$ cat src/rtl/terminal_cell_bank.sv
// terminal_cell_bank
//   Registered multi-clause terminal cell. On start_i it snapshots the
//   terminal signals of NUM_C clause rows, resolves conflict first and,
//   when there is none, streams the implying clauses lowest index first
//   over a valid/ready handshake. It ends each round with a one-cycle
//   done_o pulse.
//
// Optional build macro: TERMINAL_CELL_BANK_STATS_EN
//   When defined, saturating 16-bit implication and conflict counters are
//   built. When undefined, both stat ports are tied to 0.
//
// Ports
//   clk, rst             clock, synchronous active-high reset
//   start_i              begin a round (only accepted in IDLE)
//   csat_i .. cmax_lvl_i per-clause terminal signals from the clause array
//   csat_drv_o           registered copy of the snapshot csat
//   imp_valid_o/ready_i  implication handshake; imp_cid_o / imp_lvl_o payload
//   conflict_o           conflict level, held until return to IDLE
//   conflict_cid_o       lowest conflicting clause
//   conflict_lvl_o       max cmax_lvl over the conflicting clauses
//   done_o, all_sat_o    round-complete pulse and all-satisfied flag
//   busy_o               high outside IDLE
//   stat_imp_cnt_o       implication handshakes (optional)
//   stat_conf_cnt_o      conflict rounds (optional)
//
// state     | meaning
// ----------+-----------------------------------------------------------
// S_IDLE    | waiting for start_i; the snapshot loads on start_i
// S_CAPTURE | derive conf/imp vectors from the snapshot, load the mask
// S_ARB     | report conflict, or drain the implication mask
// S_DONE    | done_o pulse; conflict fields still held
module terminal_cell_bank #(
  parameter int NUM_C       = 8,
  parameter int WIDTH_LVL   = 16,
  parameter int WIDTH_C_LEN = 4,
  parameter int WIDTH_CID   = 3
) (
  input  logic                         clk,
  input  logic                         rst,
  input  logic                         start_i,
  input  logic [NUM_C-1:0]             csat_i,
  input  logic [2*NUM_C-1:0]           freelitcnt_i,
  input  logic [WIDTH_C_LEN*NUM_C-1:0] clause_len_i,
  input  logic [NUM_C-1:0]             conflict_c_i,
  input  logic [NUM_C-1:0]             all_lit_false_i,
  input  logic [WIDTH_LVL*NUM_C-1:0]   cmax_lvl_i,
  output logic [NUM_C-1:0]             csat_drv_o,
  output logic                         imp_valid_o,
  input  logic                         imp_ready_i,
  output logic [WIDTH_CID-1:0]         imp_cid_o,
  output logic [WIDTH_LVL-1:0]         imp_lvl_o,
  output logic                         conflict_o,
  output logic [WIDTH_CID-1:0]         conflict_cid_o,
  output logic [WIDTH_LVL-1:0]         conflict_lvl_o,
  output logic                         done_o,
  output logic                         all_sat_o,
  output logic                         busy_o,
  output logic [15:0]                  stat_imp_cnt_o,
  output logic [15:0]                  stat_conf_cnt_o
);

  typedef enum logic [1:0] {
    S_IDLE    = 2'd0,
    S_CAPTURE = 2'd1,
    S_ARB     = 2'd2,
    S_DONE    = 2'd3
  } state_t;

  state_t state_q, state_d;

  // snapshot registers
  logic [NUM_C-1:0]             csat_q, cc_q, alf_q;
  logic [2*NUM_C-1:0]           flc_q;
  logic [WIDTH_C_LEN*NUM_C-1:0] len_q;
  logic [WIDTH_LVL*NUM_C-1:0]   lvl_q;

  logic [NUM_C-1:0]     mask_q, mask_d;
  logic [NUM_C-1:0]     csat_drv_q, csat_drv_d;
  logic                 imp_valid_q, imp_valid_d;
  logic [WIDTH_CID-1:0] imp_cid_q, imp_cid_d;
  logic [WIDTH_LVL-1:0] imp_lvl_q, imp_lvl_d;
  logic                 conflict_q, conflict_d;
  logic [WIDTH_CID-1:0] conf_cid_q, conf_cid_d;
  logic [WIDTH_LVL-1:0] conf_lvl_q, conf_lvl_d;
  logic                 done_q, done_d;
  logic                 all_sat_q, all_sat_d;

  // per-clause terminal evaluation on the snapshot
  logic [NUM_C-1:0] len_nz, conf_vec, imp_vec;
  logic             all_sat_vec;

  always_comb begin
    len_nz      = '0;
    conf_vec    = '0;
    imp_vec     = '0;
    all_sat_vec = 1'b1;
    for (int k = 0; k < NUM_C; k++) begin
      len_nz[k]   = (len_q[k*WIDTH_C_LEN +: WIDTH_C_LEN] != '0);
      conf_vec[k] = cc_q[k] | (alf_q[k] & len_nz[k]);
      imp_vec[k]  = (flc_q[2*k +: 2] == 2'b01) & ~csat_q[k] & len_nz[k];
      all_sat_vec = all_sat_vec & (csat_q[k] | ~len_nz[k]);
    end
  end

  // conflict resolution: lowest index, unsigned max level
  logic [WIDTH_CID-1:0] conf_cid;
  logic [WIDTH_LVL-1:0] conf_lvl;

  always_comb begin
    conf_cid = '0;
    conf_lvl = '0;
    for (int k = NUM_C - 1; k >= 0; k--) begin
      if (conf_vec[k]) conf_cid = WIDTH_CID'(k);
    end
    for (int k = 0; k < NUM_C; k++) begin
      if (conf_vec[k] && (lvl_q[k*WIDTH_LVL +: WIDTH_LVL] > conf_lvl))
        conf_lvl = lvl_q[k*WIDTH_LVL +: WIDTH_LVL];
    end
  end

  // A handshake retires the lowest mask bit, which is always the one on
  // imp_cid_o. The picker then looks at what remains so the next
  // implication is registered for the following cycle.
  logic                 hs;
  logic [NUM_C-1:0]     mask_low, mask_nxt, pick_src;
  logic [WIDTH_CID-1:0] pick_cid;
  logic [WIDTH_LVL-1:0] pick_lvl;

  assign hs       = (state_q == S_ARB) & imp_valid_q & imp_ready_i;
  assign mask_low = mask_q & (~mask_q + NUM_C'(1));
  assign mask_nxt = hs ? (mask_q & ~mask_low) : mask_q;
  assign pick_src = (state_q == S_CAPTURE) ? imp_vec : mask_nxt;

  always_comb begin
    pick_cid = '0;
    pick_lvl = '0;
    for (int k = NUM_C - 1; k >= 0; k--) begin
      if (pick_src[k]) begin
        pick_cid = WIDTH_CID'(k);
        pick_lvl = lvl_q[k*WIDTH_LVL +: WIDTH_LVL];
      end
    end
  end

  // state register
  always_ff @(posedge clk) begin
    if (rst) state_q <= S_IDLE;
    else     state_q <= state_d;
  end

  // next state
  always_comb begin
    state_d = state_q;
    case (state_q)
      S_IDLE:    if (start_i) state_d = S_CAPTURE;
      S_CAPTURE: state_d = S_ARB;
      S_ARB:     if (conflict_q || (mask_nxt == '0)) state_d = S_DONE;
      S_DONE:    state_d = S_IDLE;
      default:   state_d = S_IDLE;
    endcase
  end

  // output / datapath next values
  always_comb begin
    mask_d      = mask_q;
    csat_drv_d  = csat_drv_q;
    imp_valid_d = 1'b0;
    imp_cid_d   = '0;
    imp_lvl_d   = '0;
    conflict_d  = conflict_q;
    conf_cid_d  = conf_cid_q;
    conf_lvl_d  = conf_lvl_q;
    done_d      = 1'b0;
    all_sat_d   = 1'b0;
    case (state_q)
      S_CAPTURE: begin
        mask_d     = imp_vec;
        csat_drv_d = csat_q;
        conflict_d = |conf_vec;
        conf_cid_d = conf_cid;
        conf_lvl_d = conf_lvl;
        // a conflict suppresses every implication of the round
        if (conf_vec == '0) begin
          imp_valid_d = |imp_vec;
          imp_cid_d   = pick_cid;
          imp_lvl_d   = pick_lvl;
        end
      end
      S_ARB: begin
        if (!conflict_q) begin
          mask_d      = mask_nxt;
          imp_valid_d = |mask_nxt;
          imp_cid_d   = pick_cid;
          imp_lvl_d   = pick_lvl;
        end
        if (state_d == S_DONE) begin
          done_d    = 1'b1;
          all_sat_d = all_sat_vec;
        end
      end
      S_DONE: begin
        mask_d     = '0;
        conflict_d = 1'b0;
        conf_cid_d = '0;
        conf_lvl_d = '0;
      end
      default: ;
    endcase
  end

  always_ff @(posedge clk) begin
    if (rst) begin
      csat_q      <= '0;
      cc_q        <= '0;
      alf_q       <= '0;
      flc_q       <= '0;
      len_q       <= '0;
      lvl_q       <= '0;
      mask_q      <= '0;
      csat_drv_q  <= '0;
      imp_valid_q <= 1'b0;
      imp_cid_q   <= '0;
      imp_lvl_q   <= '0;
      conflict_q  <= 1'b0;
      conf_cid_q  <= '0;
      conf_lvl_q  <= '0;
      done_q      <= 1'b0;
      all_sat_q   <= 1'b0;
    end else begin
      if ((state_q == S_IDLE) && start_i) begin
        csat_q <= csat_i;
        cc_q   <= conflict_c_i;
        alf_q  <= all_lit_false_i;
        flc_q  <= freelitcnt_i;
        len_q  <= clause_len_i;
        lvl_q  <= cmax_lvl_i;
      end
      mask_q      <= mask_d;
      csat_drv_q  <= csat_drv_d;
      imp_valid_q <= imp_valid_d;
      imp_cid_q   <= imp_cid_d;
      imp_lvl_q   <= imp_lvl_d;
      conflict_q  <= conflict_d;
      conf_cid_q  <= conf_cid_d;
      conf_lvl_q  <= conf_lvl_d;
      done_q      <= done_d;
      all_sat_q   <= all_sat_d;
    end
  end

  assign csat_drv_o     = csat_drv_q;
  assign imp_valid_o    = imp_valid_q;
  assign imp_cid_o      = imp_cid_q;
  assign imp_lvl_o      = imp_lvl_q;
  assign conflict_o     = conflict_q;
  assign conflict_cid_o = conf_cid_q;
  assign conflict_lvl_o = conf_lvl_q;
  assign done_o         = done_q;
  assign all_sat_o      = all_sat_q;
  assign busy_o         = (state_q != S_IDLE);

`ifdef TERMINAL_CELL_BANK_STATS_EN
  logic [15:0] imp_cnt_q, conf_cnt_q;

  always_ff @(posedge clk) begin
    if (rst) begin
      imp_cnt_q  <= '0;
      conf_cnt_q <= '0;
    end else begin
      if (hs && (imp_cnt_q != 16'hFFFF))
        imp_cnt_q <= imp_cnt_q + 16'd1;
      // counted on the CAPTURE->ARB transition, i.e. once per conflict round
      if ((state_q == S_CAPTURE) && (conf_vec != '0) && (conf_cnt_q != 16'hFFFF))
        conf_cnt_q <= conf_cnt_q + 16'd1;
    end
  end

  assign stat_imp_cnt_o  = imp_cnt_q;
  assign stat_conf_cnt_o = conf_cnt_q;
`else
  assign stat_imp_cnt_o  = 16'd0;
  assign stat_conf_cnt_o = 16'd0;
`endif

endmodule

$ cat config.mk
export PLATFORM = sky130hd
export DESIGN_NAME = terminal_cell_bank
export DESIGN_NICKNAME = d
export VERILOG_FILES = /design/src/rtl/terminal_cell_bank.sv
export SDC_FILE = /design/constraint.sdc
export NUM_CORES = 1
export LEC_CHECK = 0
export ABC_CLOCK_PERIOD_IN_PS = 28000
export BUFFER_PORTS_ARGS = -buffer_cell sky130_fd_sc_hd__buf_2
export CAP_MARGIN = 20
export CORE_ASPECT_RATIO = 1.1
export CORE_MARGIN = 2
export CORE_UTILIZATION = 45
export CTS_CLUSTER_DIAMETER = 150
export DETAILED_ROUTE_END_ITERATION = 12
export GPL_ROUTABILITY_DRIVEN = 0
export PLACE_DENSITY = 0.67
export SYNTH_ARGS = -nofsm -noshare
export SYNTH_HDL_FRONTEND = slang
export SYNTH_SLANG_ARGS = --single-unit
export TNS_END_PERCENT = 50
$ cat constraint.sdc
create_clock -name clk -period 28 [get_ports clk]
set_clock_uncertainty 0.05 [all_clocks]
set_input_delay 2.8 -clock clk [delete_from_list [all_inputs] [get_ports clk]]
set_output_delay 2.8 -clock clk [all_outputs]
set_load 0.01 [all_outputs]
==> Word-level counts from Yosys, hierarchy flattened <==
Index checks and enable logic that the tools add are counted.
{ "totals": {"input_bits": 204, "elab_cells": 192, "reg_bits": 260, "output_inout_bits": 83} }
{ "op_classes": {"muxes": 52, "n_bitwise": 71, "n_reduce_logical": 30, "order_cmp": 8, "n_eq_ne": 13, "add_sub_neg": 1} }
{ "op_table": {"columns": ["op", "n"], "rows": [
  ["16-bit two-way mux", 18],
  ["16-bit > comparator", 7],
  ["16-bit case mux with 2 select lines", 2],
  ["3-bit two-way mux", 18],
  ["1-bit AND", 33],
  ["4-bit nonzero test", 8],
  ["8-bit two-way mux", 3],
  ["8-bit case mux with 3 select lines", 1],
  ["8-bit OR reduction", 3],
  ["2-bit by 1-bit equality test with 1-bit output (second input constant)", 9],
  ["1-bit NOT", 18],
  ["8-bit AND", 2],
  ["16-bit by 1-bit > comparator with 1-bit output (second input constant)", 1],
  ["8-bit zero test", 2],
  ["8-bit NOT", 2],
  ["1-bit bitwise OR", 16],
  ["3-bit case mux with 2 select lines", 2],
  ["1-bit logical AND", 9],
  ["8-bit by 1-bit adder with 8-bit output (second input constant)", 1],
  ["2-bit case mux with 4 select lines", 1],
  ["2-bit equality test (second input constant)", 3],
  ["2-bit two-way mux", 2],
  ["1-bit case mux with 2 select lines", 2],
  ["2-bit nonzero test", 2],
  ["other kinds (8)", 10]
]} }

==> Logic depth before layout (Yosys ltp) <==
Gate-level depths: netlist (run 1).
{ "depth": {"ltp_word": 27, "mapped_depth": 100, "ltp_nobuf": 89} }

==> Least setup slack after synthesis (run 1) <==
Ideal clock, no wire load.
{ "synth_timing": {"path_kind": "reg2reg", "start": "reg len_q[0]", "end": "reg conf_lvl_q[0] (netlist: conflict_lvl_o[0])", "period_less_slack_ps": 16430, "slack_ps": 11570, "arrival_time_ps": 16259, "stages_incl_launch_ff": 96, "t_required_ps": 27829, "setup_ps": 121, "cell_sequence": "dfxtp_1 or4_4 a21oi_2 a41oi_1 buf_6 buf_6 nand2_1 ha_1 nand4_1 nor4_2 o21ai_2 a31oi_2 buf_6 clkbuf_1 nand2_1 o21ai_0 inv_1 ha_1 (+60 left out) nand2_1 clkbuf_1 clkbuf_1 o22ai_1 ha_1 a21oi_1 o22ai_1 o21a_1 o21a_1 o21ai_0 nand2b_1 a21oi_1 nor3_1 a211oi_1 nor3_1 dlygate4sd3_1 a41oi_1 nand2_1"} }
{ "synth_between": {"elab_chain_cells": 27} }
{ "synth_rtl": {"columns": ["item", "line", "text"], "rows": [
  ["from (decl)", "74", "logic [WIDTH_C_LEN*NUM_C-1:0] len_q;"],
  ["from (signal assigned)", "235", "len_q <= clause_len_i;"],
  ["4-bit nonzero test (*)", "98", "len_nz[k] = (len_q[k*WIDTH_C_LEN +: WIDTH_C_LEN] != '0);"],
  ["1-bit AND (*)", "99", "conf_vec[k] = cc_q[k] | (alf_q[k] & len_nz[k]);"],
  ["1-bit bitwise OR (*)", "99", null],
  ["1-bit logical AND (*)", "116", "if (conf_vec[k] && (lvl_q[k*WIDTH_LVL +: WIDTH_LVL] > conf_lvl))"],
  ["16-bit two-way mux (*)", "116", null],
  ["16-bit > comparator", "116", null],
  ["1-bit logical AND", "116", null],
  ["16-bit two-way mux (*)", "116", null],
  ["(+11 left out)", null, null],
  ["16-bit two-way mux (*)", "116", null],
  ["16-bit > comparator", "116", null],
  ["1-bit logical AND", "116", null],
  ["16-bit two-way mux (*)", "116", null],
  ["16-bit > comparator", "116", null],
  ["1-bit logical AND", "116", null],
  ["16-bit two-way mux (*)", "116", null],
  ["16-bit case mux with 2 select lines (*)", "175", "case (state_q)"],
  ["to (signal assigned)", "245", "conf_lvl_q <= conf_lvl_d;"],
  ["to (decl)", "84", "logic [WIDTH_LVL-1:0] conf_lvl_q, conf_lvl_d;"]
]} }
Mark *: on every way between the ends. The rest lies on a longest branch, timed or not.
A chain may end at the register's enable or synchronous reset.

==> Worst setup path in the final report (run 1) <==
{ "layout_timing": {"start": "reg len_q[0]", "end": "reg conf_lvl_q[1] (netlist: conflict_lvl_o[1])"} }
The elaborated chain is that of the path after synthesis.

==> flow_summary.yaml, run 1 <==
status:
  outcome: "finished clean"
worst_setup_path:
  critPathLaunchType: "register"
  cp-end-kind: "register"
  crit_type: "register to register"
  worstPathRequired_ns: 28.35
  cpMostUsedCell: "a21oi_1"
  critPathMaxStageDelay_ns: 0.82
  worst_ep_arrival_time_ns: 18.74
  worstPathMaxFanout: 32
  r2r_slack_ns: 9.61
  critPathSlowestCell: "nor3_2"
drt:
  num_vias: 15500
  firstDrtPassIters: 6
  routed_wl_um: 49100
  vias_per_cell: 5.65
  wire_per_inst_um: 17.9
  final_antenna_net_count: 0
  initialDrtViolationCount: 1324
  drc_errors: 0
cells_and_area:
  drive_gt1_share_pct: 17.0
  fin_util_pct: 52.3
  antenna_cells: 0
  final_nets: 2605
  layout_commonest_cell: "nand2_1"
  syn2layout_area_growth_pct: 14.8
  final_cell_mix: "nand2_1, a21oi_1, dfxtp_1"
  layoutNonFillerInstCount: 2750
  fillers: 3276
logic_synthesis:
  synth.ff_latch_count: 260
  synth_ff_type: "dfxtp_1"
  async_flop_share_pct: 0
  synth_cell_type_count: 77
  syn_area_per_cell_um2: 7.31
  synthCells: 2119
  ys_seq_area_share_pct: 33.6
  synth-edff-count: 0
  synth_warnings: 0
  syn_area_um2: 15500
placed_design:
  dp_hpwl_um: 37700
  io_buffers: 254
  place_inst: 2698
clocking:
  cts_buffers: 27
  clock-sinks: 260
  cts_tree: "done"
  holdBufCountCts: 0
  post_cts_resized: 0
  postCtsSetupBuffers: 0
  htree_levels: 1
  worst_skew_pair.late_latency_ns: 0.57
  cts.clk_slew.worst_paths_ns: 0.06
  clockBufferDepth: 3
  root_buffer: "clkbuf_16"
pwr:
  power.leakage_nw: 7.40
  peakVddDrop_mv: 0.0637
  power.density_nw_per_um2: 103
min_path:
  hp-class: "register to register"
global_route:
  grt_max_degree: 97
  grt_overflow_total: 0
  antenna_found_initial: 0
  grt_pass1_vias: 14400
  grt_pass1_wl_um: 76300
  grt_usage_pct: 26.2
timing:
  hold_viol: 0
  holdWs_ns: 0.401
  relSlewSlack_pct: 22.9
  fin_setup_tns_ns: 0
  finalCritPeriodShare_pct: 65.7
  finalCriticalPeriod_ns: 18.39
  rsz0062_at_grt: "no"
  setup_viol: 0
  worst_pin_slew_ns: 1.14
  drv_slew: 0
  timing.fmax_mhz: 54.4
floorplanning:
  die_area_um2: 35900
  initial_core_util_pct: 45.5
  die_w_um: 181
  row_count: 71
  die_h_um: 199
  fp.coreArea_um2: 34000
  io_pins: 287
job:
  maxCapViolCount: 0
-- cells in the mapped netlist (all sizes together), types with 6 or more instances --
| master | instances | share of area [%] |
|---|---|---|
| a21oi | 326 | 11 |
| mux2i | 25 | 1.7 |
| nand2b | 20 | 0.81 |
| clkbuf | 112 | 2.7 |
| nor4 | 18 | 0.77 |
| o21a | 13 | 0.63 |
| nor3 | 24 | 0.78 |
| o21ai | 104 | 3.4 |
| a211oi | 38 | 2.4 |
| or2 | 16 | 0.65 |
| nand4 | 15 | 0.61 |
| nand2 | 535 | 13 |
| ha | 109 | 8.8 |
| nor2 | 145 | 3.5 |
| a21o | 34 | 1.7 |
| a31oi | 20 | 0.94 |
| a31o | 6 | 0.40 |
| buf | 51 | 2.6 |
| nor4b | 8 | 0.45 |
| and2 | 9 | 0.37 |
| a311oi | 19 | 1.1 |
| nor2b | 17 | 0.69 |
| nand3 | 29 | 0.94 |
| o31ai | 14 | 0.68 |
| dfxtp | 260 | 34 |
| and3 | 22 | 0.94 |
| inv | 55 | 1.3 |
| or3 | 8 | 0.32 |
| and4 | 7 | 0.40 |
| o22ai | 9 | 0.36 |
-- worst max-delay path: cells and delay by family (launching register included) --
family | cells | cell delay [ns]
AO/OA/AOI/OAI | 47 | 7.94
AND/OR/NAND/NOR | 26 | 5.55
buffers and inverters | 9 | 2.07
adder cells (fa/ha/maj) | 7 | 1.95
flip-flops | 1 | 0.32
multiplexers | 1 | 0.29
-- power by group --
part | leakage [nW] | internal, mW | switching [mW]
Combinational | 4.82 | 0.344 | 0.575
Sequential | 2.13 | 0.442 | 0.0852
Clock | 0.462 | 0.227 | 0.159
Total | 7.40 | 1.01 | 0.819
-- sequential cells by signal (all words and copies together), names as in the netlist --
register	count
done_o	1
lvl_q	128
mask_q	8
alf_q	8
csat_drv_o	8
conflict_lvl_o	16
all_sat_o	1
imp_lvl_o	16
imp_valid_o	1
conflict_o	1
flc_q	16
conflict_cid_o	3
len_q	32
cc_q	8
state_q	2
imp_cid_o	3
csat_q	8
-- metal layers --
metal / vias to the layer above / track usage (%) / part of all wire, %
met1: 7130 / 34.6 / 43
met3: 117 / 3.72 / 7.7
met2: 654 / 43.2 / 45
met5: - / 0 / 0
li1: 7642 / - / -
met4: 0 / 10.1 / 4.1
-- final cells by class --
| type | instances | area (µm²) | area share, % |
|---|---|---|---|
| clock buffers | 34 | 742 | 4.17 |
| clock inverters | 15 | 211 | 1.19 |
| inverters | 55 | 206 | 1.16 |
| multi-input cells | 1670 | 9400 | 52.9 |
| flip-flops and latches | 260 | 5200 | 29.3 |
| well taps | 438 | 548 | 3.08 |
| repair buffers | 278 | 1470 | 8.24 |
-- through the flow --
step	cell area [µm²]	total power, mW	setup WS [ns]
floorplan	15600	1.19	11.57
global placement	16800	1.40	10.03
detailed placement	16800	1.43	9.39
CTS	17700	1.82	9.34
global route	17800	1.96	8.01
finish	17800	1.83	9.61
-- logic make-up after synthesis --
| group | synth area share [%] |
|---|---|
| AO/OA/AOI/OAI | 24.0 |
| XOR/XNOR | 0.170 |
| adder cells (fa/ha/maj) | 8.93 |
| buffers and inverters | 6.77 |
| flip-flops | 33.6 |
| multiplexers | 1.89 |
| other | 0.0242 |
| AND/OR/NAND/NOR | 24.6 |
-- final timing paths --
path	from	to	depth (start not counted)
worst max-delay path	len_q[0]	conflict_lvl_o[1]	90
worst min-delay path	flc_q[0]	flc_q[0]	2
worst max register to register	len_q[0]	conflict_lvl_o[1]	90
worst min register to register	flc_q[0]	flc_q[0]	2
Note: power is estimated with default switching activity, not from simulation.
==> inputs of run 2 (changes only) <==
--- a/config.mk
+++ b/config.mk
@@ -5,7 +5,8 @@
 export SDC_FILE = /design/constraint.sdc
 export NUM_CORES = 1
 export LEC_CHECK = 0
-export ABC_CLOCK_PERIOD_IN_PS = 28000
+export ABC_AREA = 1
+export ABC_CLOCK_PERIOD_IN_PS = 15030
 export BUFFER_PORTS_ARGS = -buffer_cell sky130_fd_sc_hd__buf_2
 export CAP_MARGIN = 20
 export CORE_ASPECT_RATIO = 1.1
@@ -14,7 +15,7 @@
 export CTS_CLUSTER_DIAMETER = 150
 export DETAILED_ROUTE_END_ITERATION = 12
 export GPL_ROUTABILITY_DRIVEN = 0
-export PLACE_DENSITY = 0.67
+export PLACE_DENSITY = 0.7
 export SYNTH_ARGS = -nofsm -noshare
 export SYNTH_HDL_FRONTEND = slang
 export SYNTH_SLANG_ARGS = --single-unit
==> constraint.sdc (replaced) <==
create_clock -name clk -period 15.03 [get_ports clk]
set_clock_uncertainty 0.05 [all_clocks]
set_input_delay 1.503 -clock clk [delete_from_list [all_inputs] [get_ports clk]]
set_output_delay 1.503 -clock clk [all_outputs]
set_load 0.01 [all_outputs]
==> flow_summary.yaml, run 2 <==
clocking:
  worst_skew_pair.late_latency_ns: 0.56
  htree_levels: 1
  clock-sinks: 260
  clockBufferDepth: 3
  root_buffer: "clkbuf_16"
  cts.clk_slew.worst_paths_ns: 0.06
  cts_tree: "done"
  cts_buffers: 27
logic_synthesis:
  synthSimpleGateAreaFrac_pct: 25.3
  synth-edff-count: 0
  synth_top_family_by_area: "simple AND/OR/NAND/NOR gates"
  syn_area_um2: 14700
  synthTopCellsByArea: "dfxtp_1, o21ai_0, nor2_1"
  synth_top_area_share_pct: 35.3
  ys_seq_area_share_pct: 35.3
  async_flop_share_pct: 0
  syn_area_per_cell_um2: 6.92
  yosysMostFrequentCell: "nor2_1"
  synthCells: 2129
  ys_top_cells_by_count: "nor2_1, o21ai_0, nand2_1"
  synth_compound_area_share_pct: 21.6
  synthMuxAreaShare_pct: 0
  synth_cell_type_count: 49
  synth_warnings: 0
  yosys.area_share.xor_xnor_pct: 0
  synthAdderAreaFrac_pct: 9.26
  synth_ff_type: "dfxtp_1"
  synth.ff_latch_count: 260
  synth_area_leader_cell: "dfxtp_1"
worst_setup_path:
  crit_type: "register to register"
  worstPathRequired_ns: 15.40
  critPathMaxStageDelay_ns: 0.59
  worstPathMaxFanout: 32
  critPathTopFamily: "simple AND/OR/NAND/NOR gates"
  worst_ep_arrival_time_ns: 14.33
  cpMostUsedCell: "nand2_1"
  critPathLaunchType: "register"
  critPathSlowestCell: "a2111oi_1"
  crit_buf_inv: 6
  cp-end-kind: "register"
floorplanning:
  fp.coreArea_um2: 32300
  row_count: 69
  io_pins: 287
  die_h_um: 194
  die_w_um: 176
  initial_core_util_pct: 45.6
  die_area_um2: 34200
cells_and_area:
  final_nets: 2620
  largest_reg_flops: 128
  drive_gt1_share_pct: 16.1
  final_cell_area_um2: 17100
  regMostFlops: "lvl_q"
  layout_commonest_cell: "nor2_1"
  layoutNonFillerInstCount: 2754
  final_cell_mix: "nor2_1, o21ai_0, nand2_1"
  fillers: 3243
  syn2layout_area_growth_pct: 15.9
  reg_top3: "lvl_q (128), len_q (32)"
min_path:
  hp-class: "register to register"
drt:
  num_vias: 14900
  final_antenna_net_count: 0
  wire_per_inst_um: 16.3
  drc_errors: 0
  initialDrtViolationCount: 1078
  routed_wl_um: 45000
  vias_per_cell: 5.40
  firstDrtPassIters: 6
placed_design:
  post_dp_cell_area_um2: 16000
  place_inst: 2697
  dp_hpwl_um: 34300
  io_buffers: 254
timing:
  drv_slew: 0
  fin_setup_tns_ns: 0
  timing.fmax_mhz: 71.7
  finalCriticalPeriod_ns: 13.95
  setup_viol: 0
  worst_pin_slew_ns: 1.06
  relSlewSlack_pct: 28.9
  hold_viol: 0
  finalCritPeriodShare_pct: 92.8
job:
  maxCapViolCount: 0
global_route:
  grt_pass1_vias: 13800
  grt_overflow_total: 0
  grt_pass1_wl_um: 70200
  antenna_found_initial: 1
  grt_usage_pct: 25.1
  grt_max_degree: 148
status:
  outcome: "finished clean"
-- run 2: cell count changes after synthesis, moves of 28 or more --
cell      previous run  this run
o211ai_1             3        32
nand3_1             29        96
nor2_1             145       364
inv_1               55       135
a21oi_1            322       147
a21o_1              32         4
nand2_1            535       320
o21ai_0             95       340
-- run 2: through the flow --
| stage | util, % | setup WS (ns) | hold WS, ns |
|---|---|---|---|
| finish | 52.8 | 1.08 | 0.409 |
| global route | 52.8 | -0.0168 | 0.435 |
| CTS | 52.4 | 0.134 | 0.411 |
| detailed placement | 49.6 | 0.209 | 0.402 |
| global placement | 49.6 | 0.601 | 0.395 |
| floorplan | - | 2.36 | 0.380 |
-- run 2: logic make-up after synthesis --
family	count (synthesis)
buffers and inverters	298
other	1
adders and majority gates	109
DFF	260
and+or+nand+nor	881
AOI/OAI and AO/OA	580
-- run 2: final cells by class --
type	instances	area, µm²	area share [%]
clock inverter	16	158	0.924
tap	426	533	3.12
antenna	1	2.50	0.0147
timing repair buffer	268	1440	8.42
multi-input combinational	1602	8430	49.4
inverter	148	564	3.31
sequential	260	5200	30.5
clock buffer	33	728	4.27
-- run 2: final timing paths --
check                           startpoint                 to  slack [ns]  cells after the start
worst max-delay path              len_q[0]  conflict_lvl_o[7]        1.08                     70
worst min register to register    flc_q[8]           flc_q[8]        0.41                      2
worst min-delay path              flc_q[8]           flc_q[8]        0.41                      2
worst max register to register    len_q[0]  conflict_lvl_o[7]        1.08                     70
-- run 2: worst min-delay path, stage by stage, from the launching register on --
cell and delay, ns:
dfxtp_1 0.30, inv_1 0.06, a21oi_1 0.06
-- run 2: repair_timing --
action / in CTS / in global routing
hold buffers: 0 / 0
gates resized for setup: 0 / 20
buffers inserted: 0 / 2
setup endpoints to repair: 0 / 16
-- run 2: layer usage --
metal  up-vias  share of wire (%)  track usage (%)
met5         -                  0                0
met4         0                3.5             8.97
met3       107                5.9             3.51
met2       495                 47             42.5
met1      6780                 43             32.4
li1       7477                  -                -
Power of run 2 is left out: the tool's default activity adds up to more than one toggle a clock period on the data nets, which glitch-free logic cannot reach.
==> inputs of run 3 (changes only) <==
--- a/config.mk
+++ b/config.mk
@@ -6,7 +6,7 @@
 export NUM_CORES = 1
 export LEC_CHECK = 0
 export ABC_AREA = 1
-export ABC_CLOCK_PERIOD_IN_PS = 15030
+export ABC_CLOCK_PERIOD_IN_PS = 16700
 export BUFFER_PORTS_ARGS = -buffer_cell sky130_fd_sc_hd__buf_2
 export CAP_MARGIN = 20
 export CORE_ASPECT_RATIO = 1.1
@@ -15,7 +15,7 @@
 export CTS_CLUSTER_DIAMETER = 150
 export DETAILED_ROUTE_END_ITERATION = 12
 export GPL_ROUTABILITY_DRIVEN = 0
-export PLACE_DENSITY = 0.7
+export PLACE_DENSITY = 0.67
 export SYNTH_ARGS = -nofsm -noshare
 export SYNTH_HDL_FRONTEND = slang
 export SYNTH_SLANG_ARGS = --single-unit
==> constraint.sdc (replaced) <==
create_clock -name clk -period 16.7 [get_ports clk]
set_clock_uncertainty 0.05 [all_clocks]
set_input_delay 1.67 -clock clk [delete_from_list [all_inputs] [get_ports clk]]
set_output_delay 1.67 -clock clk [all_outputs]
set_load 0.01 [all_outputs]
==> flow_summary.yaml, run 3 (same netlist as run 2, synthesis figures left out) <==
cells_and_area:
  regMostFlops: "lvl_q"
  syn2layout_area_growth_pct: 16.7
  layout_commonest_cell: "nor2_1"
  reg_top3: "lvl_q (128), len_q (32)"
  seq_area_um2: 5200
  multi_input_area_um2: 8410
  largest_reg_flops: 128
  final_cell_mix: "nor2_1, o21ai_0, nand2_1"
  final_nets: 2621
  fillers: 3232
  drive_gt1_share_pct: 16.3
drt:
  drc_errors: 0
  initialDrtViolationCount: 1136
  firstDrtPassIters: 5
  num_vias: 14700
  routed_wl_um: 44800
  wire_per_inst_um: 16.3
  vias_per_cell: 5.35
  final_antenna_net_count: 0
global_route:
  grt_usage_pct: 24.9
  grt_pass1_vias: 13400
  antenna_found_initial: 0
  grt_pass1_wl_um: 69300
  grt_overflow_total: 0
  grt_max_degree: 131
timing:
  relSlewSlack_pct: 32.2
  drv_slew: 0
  timing.fmax_mhz: 67.1
  finalCriticalPeriod_ns: 14.91
  hold_viol: 0
  setup_viol: 0
  fin_setup_tns_ns: 0
  rsz0062_at_grt: "no"
  worst_pin_slew_ns: 1.01
  finalCritPeriodShare_pct: 89.3
floorplanning:
  initial_core_util_pct: 45.6
  fp.coreArea_um2: 32300
  die_w_um: 176
  die_area_um2: 34200
  die_h_um: 194
  io_pins: 287
  row_count: 69
placed_design:
  dp_hpwl_um: 34200
  io_buffers: 254
worst_setup_path:
  crit_type: "register to register"
  cp-end-kind: "register"
  critPathSlowestCell: "a2111oi_0"
  worst_ep_arrival_time_ns: 15.37
  worstPathMaxFanout: 32
  worstPathRequired_ns: 17.16
  critPathLaunchType: "register"
  critPathMaxStageDelay_ns: 0.77
clocking:
  root_buffer: "clkbuf_16"
  htree_levels: 1
  cts_buffers: 29
  worst_skew_pair.late_latency_ns: 0.58
  clock-sinks: 260
  holdBufCountCts: 0
  cts.clk_slew.worst_paths_ns: 0.07
  postCtsSetupBuffers: 0
  clockBufferDepth: 3
  post_cts_resized: 0
  cts_tree: "done"
status:
  outcome: "finished clean"
job:
  maxCapViolCount: 0
min_path:
  hp-class: "register to register"
-- run 3: stage by stage --
stage | utilization, % | cell area [µm²] | instances | hold slack, ns | setup slack (ns)
floorplan | - | 14800 | 2160 | 0.380 | 4.03
global placement | 49.6 | 16000 | 2696 | 0.399 | 2.23
detailed placement | 49.6 | 16000 | 2698 | 0.405 | 1.84
CTS | 52.9 | 17100 | 2752 | 0.414 | 1.68
global route | 53.2 | 17200 | 2757 | 0.434 | 0.0394
finish | 53.2 | 17200 | 2758 | 0.415 | 1.79
-- run 3: layer usage --
metal	vias up	GRT usage (%)	wire, µm
met1	6709	33.5	19800
met4	0	7.62	1280
li1	7476	-	-
met5	-	0	0
met2	474	42.0	21200
met3	87	2.65	2590
-- run 3: path summary, 6_finish.rpt --
path,from,end,slack [ns],depth (start not counted)
worst min-delay path,conflict_lvl_o[11],conflict_lvl_o[11],0.41,2
worst max register to register,len_q[2],conflict_lvl_o[14],1.79,68
worst min register to register,conflict_lvl_o[11],conflict_lvl_o[11],0.41,2
worst max-delay path,len_q[2],conflict_lvl_o[14],1.79,68
-- run 3: area by class of cell --
| type | instances | area share (%) |
|---|---|---|
| Sequential cell | 260 | 30.3 |
| Inverter | 148 | 3.28 |
| Multi-Input combinational cell | 1602 | 48.9 |
| Timing Repair Buffer | 267 | 8.24 |
| Clock buffer | 33 | 4.48 |
| Antenna cell | 1 | 0.0146 |
| Clock inverter | 21 | 1.66 |
| Tap cell | 426 | 3.10 |
-- run 3: critical path: cells and delay by family (launching register included) --
kind	cells	cell delay, ns
AO/OA/AOI/OAI	22	5.49
adder cells (fa/ha/maj)	7	2.11
buffers and inverters	4	1.00
flip-flops	1	0.33
AND/OR/NAND/NOR	35	5.83
Power of run 3 is left out for the same reason.
